[config.mk]
export PLATFORM = sky130hd
export DESIGN_NAME = pipe_perf_monitor_flat
export DESIGN_NICKNAME = d
export VERILOG_FILES = /design/src/rtl/pipe_perf_monitor_if.sv /design/src/rtl/pipe_perf_monitor.sv /design/src/flat_wrapper.sv
export SDC_FILE = /design/constraint.sdc
export NUM_CORES = 1
export LEC_CHECK = 0
export BUFFER_PORTS_ARGS = -buffer_cell sky130_fd_sc_hd__buf_4
export CORE_MARGIN = 3
export CORE_UTILIZATION = 30
export CTS_CLUSTER_SIZE = 8
export DETAILED_ROUTE_END_ITERATION = 16
export SYNTH_ARGS = -nofsm -noshare
export SYNTH_HDL_FRONTEND = slang
export SYNTH_SLANG_ARGS = --single-unit
[constraint.sdc]
create_clock -name clk_i -period 5.25 [get_ports clk_i]
set_input_delay 1.575 -clock clk_i [delete_from_list [all_inputs] [get_ports clk_i]]
set_output_delay 1.575 -clock clk_i [all_outputs]
set_load 0.02 [all_outputs]
[src/rtl/pipe_perf_monitor_if.sv]
// Handshake-free observation bundle between the IF-stage hazard logic and the perf monitor.
interface pipe_perf_monitor_if #(
  parameter int CNT_W = 32
);
  logic             start_i;
  logic             stall_i;
  logic             flush_i;
  logic             retire_i;
  logic [31:0]      pc_i;
  logic             clear_i;
  logic             snapshot_i;
  logic [CNT_W-1:0] cycle_cnt_o;
  logic [CNT_W-1:0] stall_cnt_o;
  logic [CNT_W-1:0] flush_cnt_o;
  logic [CNT_W-1:0] retire_cnt_o;
  logic [CNT_W-1:0] snap_cycle_o;
  logic [CNT_W-1:0] snap_stall_o;
  logic [CNT_W-1:0] snap_flush_o;
  logic [CNT_W-1:0] snap_retire_o;
  logic             running_o;
  logic             halt_o;
  logic             stuck_o;

  modport master (
    output start_i, stall_i, flush_i, retire_i, pc_i, clear_i, snapshot_i,
    input  cycle_cnt_o, stall_cnt_o, flush_cnt_o, retire_cnt_o,
           snap_cycle_o, snap_stall_o, snap_flush_o, snap_retire_o,
           running_o, halt_o, stuck_o
  );

  modport slave (
    input  start_i, stall_i, flush_i, retire_i, pc_i, clear_i, snapshot_i,
    output cycle_cnt_o, stall_cnt_o, flush_cnt_o, retire_cnt_o,
           snap_cycle_o, snap_stall_o, snap_flush_o, snap_retire_o,
           running_o, halt_o, stuck_o
  );
endinterface

[src/rtl/pipe_perf_monitor.sv]
// Saturating cycle/stall/flush/retire counters with snapshots, cycle-budget halt and stuck-PC flag.
// All outputs registered: an event sampled at edge N is visible after edge N; no backpressure.
module pipe_perf_monitor #(
  parameter int CNT_W       = 32,
  parameter int MAX_CYCLES  = 30,
  parameter int STUCK_LIMIT = 8
) (
  input logic                  clk_i,
  input logic                  rst_i,
  pipe_perf_monitor_if.slave   mon
);

  localparam int SW = $clog2(STUCK_LIMIT + 1);

  typedef enum logic [1:0] {
    IDLE = 2'd0,
    RUN  = 2'd1,
    DONE = 2'd2
  } state_t;

  state_t           state, state_nxt;
  logic [CNT_W-1:0] cycle_cnt, stall_cnt, flush_cnt, retire_cnt;
  logic [CNT_W-1:0] snap_cycle, snap_stall, snap_flush, snap_retire;
  logic [31:0]      prev_pc;
  logic             prev_vld;
  logic [SW-1:0]    same_cnt, same_nxt;
  logic             stuck;
  logic             wipe;
  logic             run_cyc;
  logic             reach_max;

  function automatic logic [CNT_W-1:0] sat_inc(input logic [CNT_W-1:0] v, input logic en);
    return (en && (v != '1)) ? v + CNT_W'(1) : v;
  endfunction

  assign wipe    = rst_i | mon.clear_i;
  // A RUN cycle only counts while start_i stays high; start_i=0 drops back to IDLE with counters held.
  assign run_cyc = (state == RUN) && mon.start_i;

  // A saturated cycle counter can never reach a budget beyond its range, so RUN persists.
  assign reach_max = (cycle_cnt != '1) &&
                     ((64'(cycle_cnt) + 64'd1) == 64'(MAX_CYCLES));

  always_ff @(posedge clk_i) begin
    if (wipe) begin
      state <= IDLE;
    end else begin
      state <= state_nxt;
    end
  end

  always_comb begin
    state_nxt = state;
    case (state)
      IDLE:    if (mon.start_i) state_nxt = RUN;
      RUN: begin
        if (!mon.start_i)   state_nxt = IDLE;
        else if (reach_max) state_nxt = DONE;
      end
      DONE:    state_nxt = DONE;
      default: state_nxt = IDLE;
    endcase
  end

  always_comb begin
    mon.running_o = (state == RUN);
    mon.halt_o    = (state == DONE);
  end

  always_ff @(posedge clk_i) begin
    if (wipe) begin
      cycle_cnt  <= '0;
      stall_cnt  <= '0;
      flush_cnt  <= '0;
      retire_cnt <= '0;
    end else if (run_cyc) begin
      cycle_cnt  <= sat_inc(cycle_cnt,  1'b1);
      stall_cnt  <= sat_inc(stall_cnt,  mon.stall_i);
      flush_cnt  <= sat_inc(flush_cnt,  mon.flush_i);
      retire_cnt <= sat_inc(retire_cnt, mon.retire_i);
    end
  end

  // Snapshots capture the pre-edge live values, excluding this cycle's increments.
  always_ff @(posedge clk_i) begin
    if (wipe) begin
      snap_cycle  <= '0;
      snap_stall  <= '0;
      snap_flush  <= '0;
      snap_retire <= '0;
    end else if (mon.snapshot_i) begin
      snap_cycle  <= cycle_cnt;
      snap_stall  <= stall_cnt;
      snap_flush  <= flush_cnt;
      snap_retire <= retire_cnt;
    end
  end

  always_comb begin
    same_nxt = '0;
    if (prev_vld && (mon.pc_i == prev_pc) && !mon.stall_i) begin
      same_nxt = (same_cnt == SW'(STUCK_LIMIT)) ? same_cnt : same_cnt + SW'(1);
    end
  end

  always_ff @(posedge clk_i) begin
    if (wipe) begin
      prev_pc  <= '0;
      prev_vld <= 1'b0;
      same_cnt <= '0;
      stuck    <= 1'b0;
    end else if (run_cyc) begin
      prev_pc  <= mon.pc_i;
      prev_vld <= 1'b1;
      same_cnt <= same_nxt;
      if (same_nxt == SW'(STUCK_LIMIT)) stuck <= 1'b1;
    end else begin
      prev_vld <= 1'b0;
      same_cnt <= '0;
    end
  end

  assign mon.cycle_cnt_o   = cycle_cnt;
  assign mon.stall_cnt_o   = stall_cnt;
  assign mon.flush_cnt_o   = flush_cnt;
  assign mon.retire_cnt_o  = retire_cnt;
  assign mon.snap_cycle_o  = snap_cycle;
  assign mon.snap_stall_o  = snap_stall;
  assign mon.snap_flush_o  = snap_flush;
  assign mon.snap_retire_o = snap_retire;
  assign mon.stuck_o       = stuck;

endmodule

[src/flat_wrapper.sv]
// flat-port wrapper written by rule: the top's interface ports become plain ports
module pipe_perf_monitor_flat 
#(
  parameter int CNT_W       = 32,
  parameter int MAX_CYCLES  = 30,
  parameter int STUCK_LIMIT = 8
)
  (clk_i, rst_i, mon_start_i, mon_stall_i, mon_flush_i, mon_retire_i, mon_pc_i, mon_clear_i, mon_snapshot_i, mon_cycle_cnt_o, mon_stall_cnt_o, mon_flush_cnt_o, mon_retire_cnt_o, mon_snap_cycle_o, mon_snap_stall_o, mon_snap_flush_o, mon_snap_retire_o, mon_running_o, mon_halt_o, mon_stuck_o);
  pipe_perf_monitor_if #(.CNT_W(CNT_W)) mon_i ();
  input logic clk_i;
  input logic rst_i;
  input wire logic [$bits(mon_i.start_i)-1:0] mon_start_i;
  input wire logic [$bits(mon_i.stall_i)-1:0] mon_stall_i;
  input wire logic [$bits(mon_i.flush_i)-1:0] mon_flush_i;
  input wire logic [$bits(mon_i.retire_i)-1:0] mon_retire_i;
  input wire logic [$bits(mon_i.pc_i)-1:0] mon_pc_i;
  input wire logic [$bits(mon_i.clear_i)-1:0] mon_clear_i;
  input wire logic [$bits(mon_i.snapshot_i)-1:0] mon_snapshot_i;
  output wire logic [$bits(mon_i.cycle_cnt_o)-1:0] mon_cycle_cnt_o;
  output wire logic [$bits(mon_i.stall_cnt_o)-1:0] mon_stall_cnt_o;
  output wire logic [$bits(mon_i.flush_cnt_o)-1:0] mon_flush_cnt_o;
  output wire logic [$bits(mon_i.retire_cnt_o)-1:0] mon_retire_cnt_o;
  output wire logic [$bits(mon_i.snap_cycle_o)-1:0] mon_snap_cycle_o;
  output wire logic [$bits(mon_i.snap_stall_o)-1:0] mon_snap_stall_o;
  output wire logic [$bits(mon_i.snap_flush_o)-1:0] mon_snap_flush_o;
  output wire logic [$bits(mon_i.snap_retire_o)-1:0] mon_snap_retire_o;
  output wire logic [$bits(mon_i.running_o)-1:0] mon_running_o;
  output wire logic [$bits(mon_i.halt_o)-1:0] mon_halt_o;
  output wire logic [$bits(mon_i.stuck_o)-1:0] mon_stuck_o;
  assign mon_i.start_i = mon_start_i;
  assign mon_i.stall_i = mon_stall_i;
  assign mon_i.flush_i = mon_flush_i;
  assign mon_i.retire_i = mon_retire_i;
  assign mon_i.pc_i = mon_pc_i;
  assign mon_i.clear_i = mon_clear_i;
  assign mon_i.snapshot_i = mon_snapshot_i;
  assign mon_cycle_cnt_o = mon_i.cycle_cnt_o;
  assign mon_stall_cnt_o = mon_i.stall_cnt_o;
  assign mon_flush_cnt_o = mon_i.flush_cnt_o;
  assign mon_retire_cnt_o = mon_i.retire_cnt_o;
  assign mon_snap_cycle_o = mon_i.snap_cycle_o;
  assign mon_snap_stall_o = mon_i.snap_stall_o;
  assign mon_snap_flush_o = mon_i.snap_flush_o;
  assign mon_snap_retire_o = mon_i.snap_retire_o;
  assign mon_running_o = mon_i.running_o;
  assign mon_halt_o = mon_i.halt_o;
  assign mon_stuck_o = mon_i.stuck_o;
  pipe_perf_monitor #(.CNT_W(CNT_W), .MAX_CYCLES(MAX_CYCLES), .STUCK_LIMIT(STUCK_LIMIT)) u_core (.clk_i(clk_i), .rst_i(rst_i), .mon(mon_i));
endmodule
==> results.md <==
* 1st-iter DRT viols at 638
* Multi-input gate area at 6380 sq um
* Final ANT Viol Nets at 0
* Cell taking the most area after synthesis: dfxtp_1
* Fin Clk Skew at 0.0123 ns
* Clock transition at path regs at approximately 0.060 ns
* Max incr delay on CP at 0.83 ns
* DR WL/cell at about 16 um
* Synth Area in Compound Gates at 0.0452
* Worst R2R Start: u_core.mon.cycle_cnt_o[2]
* Post-CTS Hold Buffers at 0
* N_diodes at 0
* Maximum clock insertion buffer count at 3
* Post-route DRC at 0
* Core area at 42000 sq um
* Internal at between 3000 and 4000 uW
* Final Hold Viols at 0
* Max frequency at 321 MHz
* Worst reg2reg path depth at 7
* Worst Tran Pin Value at 1.02 ns
* H-tree lvl count at 2
* WL final at 35800 um
* Synthesized flop and latch total at 296
* Die W at 213 um
* Largest family of logic cells by synthesized area: simple AND/OR/NAND/NOR gates
* Num ports at 299
* Final Setup Violations at 0
* Simple-gate area share of the yosys netlist at 0.240
* Sequential fraction of design power at 0.460
* Share of cells above drive strength 1 at 0.220
* Largest delay contributor family on the critical path: simple AND/OR/NAND/NOR gates
* Sw frac at 0.214
* Combinational share of power at 0.031
* Leakage power at 0.00657 uW
* Post-cts sizing count at 0
* Vias in the first global route at about 11000
* Gp weighted congestion at 0.816
* Worst-skew pair later-pin latency at about 0.54 ns
* # Post-CTS Setup Buffers at 0
* Hold Startpoint: u_core.prev_pc[23]
* Outcome: finished clean
* Required time worst endpoint at 5.66 ns
* Fin area at 16600 sq um
* Rows at 75
* Post-Synthesis Cells at roughly 1400
* Post-synthesis mux area share at 0.102
* Worst path bufs/invs at 0
* Input/output buffers at 298
* Post-synth top area share at 0.463
* Gr usage total at 0.155
* Synth async-reset ratio at 0
* Met3 WL at roughly 2200 um
* Root buf cell: clkbuf_16
* CP Launch Type: flip-flop
* GR Overflow Total at 0
* Adder-cell share of the synthesized area at 0.00684
* Pwr Total at 4900 uW
* Largest net degree at the start of global routing at 115
* Post-synth top flop: dfxtp_1
* Cell with the most instances after synthesis: dfxtp_1
* R2R setup slack at 2.13 ns
* Setup crit end kind: flip-flop
* Fin. max-slew vios at 0
* Setup TNS after final layout at 0 ns
* CP max FO at 26
* Peak VDD IR at 0.209 mV
* Via count at 11000
* Cell Pwr Density at 296 nW/um^2
* Post-synth EDFFs at 0
* Met1 WL at approximately 17000 um
* Fin crit period at 3.12 ns
* Post-Synth XOR/XNOR Area at 0.104
* Critical path, cell by cell: nand4_1 -> or4_4 -> nor4_2 -> a31o_1 -> nor3_1 -> xnor2_1 -> nor2_1
* Max_slew headroom at 0.317
* Initial Util at 0.304
* CTS tree: built
* Syn_nets at 1492
* Initial antenna violation count at 1
* Crit-path slowest cell: a31o_1
* Hold endpoint: u_core.prev_pc[23]
* Filler cells at 4182
* Worst r2r dst: u_core.mon.cycle_cnt_o[15]
* Period Utilization, post-route at 0.594
* DP Area at 15400 sq um
* Met2 wire len at 16000 um
* Synth-to-Final Area Change at 29.6%
* Sequential Area at 5930 sq um
* Worst EP arrival at approximately 3.5 ns
* Worst hold path depth at 2
* Post-synth top cells: dfxtp_1 (296), nor2_1 (274), nand2_1 (132)
* Mean Syn Cell Area at approximately 9 sq um
* Post-DP HPWL at 25200 um
* Kind of critical path: flip-flop to flip-flop
* Vias/cell at around 4.9
* Die area at 45200 sq um
* NetSw at 1050 uW
* Final core utilization at 0.395
* Maxcap violations at 0
* RSZ-0062 raised after global routing: false
* Sink Count at about 300
* Global-route wire length before repair at 57500 um
* Synth Warn # at 0
* HP Class: flip-flop to flip-flop
* Register area share after synthesis at 0.463
* Clk pwr share at 0.508
* Fin nets at 1758
* CTS Buf Count at 43
* Mapped cell area at 12800 sq um
* Distinct cells, synth at 59
* Uppermost layer routed: met4
* DR pass1 iterations at 5
* Die H at 213 um
* Synth top area cells: dfxtp_1 (46%), mux2i_1 (10%), nor2_1 (8.0%), xor2_1 (6.1%), xnor2_1 (4.3%)
* Critical path origin: u_core.mon.cycle_cnt_o[2]
[worst max-delay path by stage]
stage / endpoint / slack (ns) / cells after the start
after global placement: u_core.mon.cycle_cnt_o[16] / 1.64 / 8
after floorplan: u_core.mon.stall_cnt_o[18] / 1.96 / 7
final: u_core.mon.cycle_cnt_o[15] / 2.13 / 7
after detailed placement: u_core.mon.stall_cnt_o[25] / 1.57 / 7
after CTS: u_core.mon.cycle_cnt_o[27] / 2.13 / 7
after global routing: u_core.mon.cycle_cnt_o[16] / 1.83 / 7
[power groups by stage]
stage               registers (uW)  clock network [uW]  logic, uW
floorplan                     2300                   0       96.8
global placement              2300                   0        155
detailed placement            2300                   0        157
CTS                           2260                2580        157
global route                  2250                2670        168
finish                        2260                2490        154
[cells by family after synthesis]
logic type / count (synthesis)
adder cells (fa/ha/maj): 7
multiplexers: 131
XOR/XNOR: 152
AND/OR/NAND/NOR: 653
buffers and inverters: 105
flip-flops: 296
AO/OA/AOI/OAI: 101
[tightest hold or removal path, stage by stage (launching register included)]
cell and delay [ns]:
dfxtp_1 0.31, nand2_1 0.05, a21oi_1 0.05
[stage by stage]
stage | hold WS, ns | worst slack [ns] | cells
2_1_floorplan | 0.448 | 1.96 | 1445
3_3_place_gp | 0.454 | 1.64 | 2205
3_5_place_dp | 0.459 | 1.57 | 2205
4_1_cts | 0.465 | 2.13 | 2255
5_1_grt | 0.478 | 1.83 | 2255
6_report | 0.465 | 2.13 | 2255
[state kept, by name (all words and copies together), names as in the netlist, 4 cells and up]
name and count:
u_core.prev_pc 32, u_core.mon.flush_cnt_o 32, u_core.mon.snap_cycle_o 32, u_core.mon.stall_cnt_o 32, u_core.mon.snap_retire_o 32, u_core.mon.snap_flush_o 32
u_core.mon.cycle_cnt_o 32, u_core.mon.snap_stall_o 32, u_core.same_cnt 4, u_core.mon.retire_cnt_o 32
[cells in the final DEF (no fill, tap or decap), types with 3 or more instances in the layout]
cell type  Yosys  routed
nor2b_1        4       4
dfxtp_1      296     296
o31ai_1        3       3
clkbuf_16      0      45
clkbuf_8       5       3
inv_1         15      15
and4_1        14      14
nor4_1        27      27
nand3_1       54      54
ha_1           7       7
mux2i_1      131     131
nor3_2         3       3
o21ai_0       22      22
xor2_1        89      89
a31oi_1        5       5
buf_4          2     307
xnor2_1       63      63
nand4_1       54      54
buf_12         0       3
and2_1         4       4
nand2_1      132     132
a21oi_1       55      55
and3_1        13      13
nand2b_1       3       3
nor2_1       274     274
or4_1          3       3
nor3_1        36      36
or3_1         13      13
or2_2          4       3
[layer usage]
layer,up-vias,GRT usage
met5,-,0
li1,5431,-
met3,51,0.0388
met2,282,0.244
met1,5194,0.213
met4,0,0.0422
[cell type report]
| type | instances | share of cell area |
|---|---|---|
| multi-input cells | 1044 | 0.385 |
| flip-flops and latches | 296 | 0.357 |
| repair buffers | 311 | 0.143 |
| clock buffers | 50 | 0.0708 |
| well taps | 539 | 0.0407 |
| inverters | 15 | 0.00339 |
No activity file was read; power rests on OpenSTA's default activity.
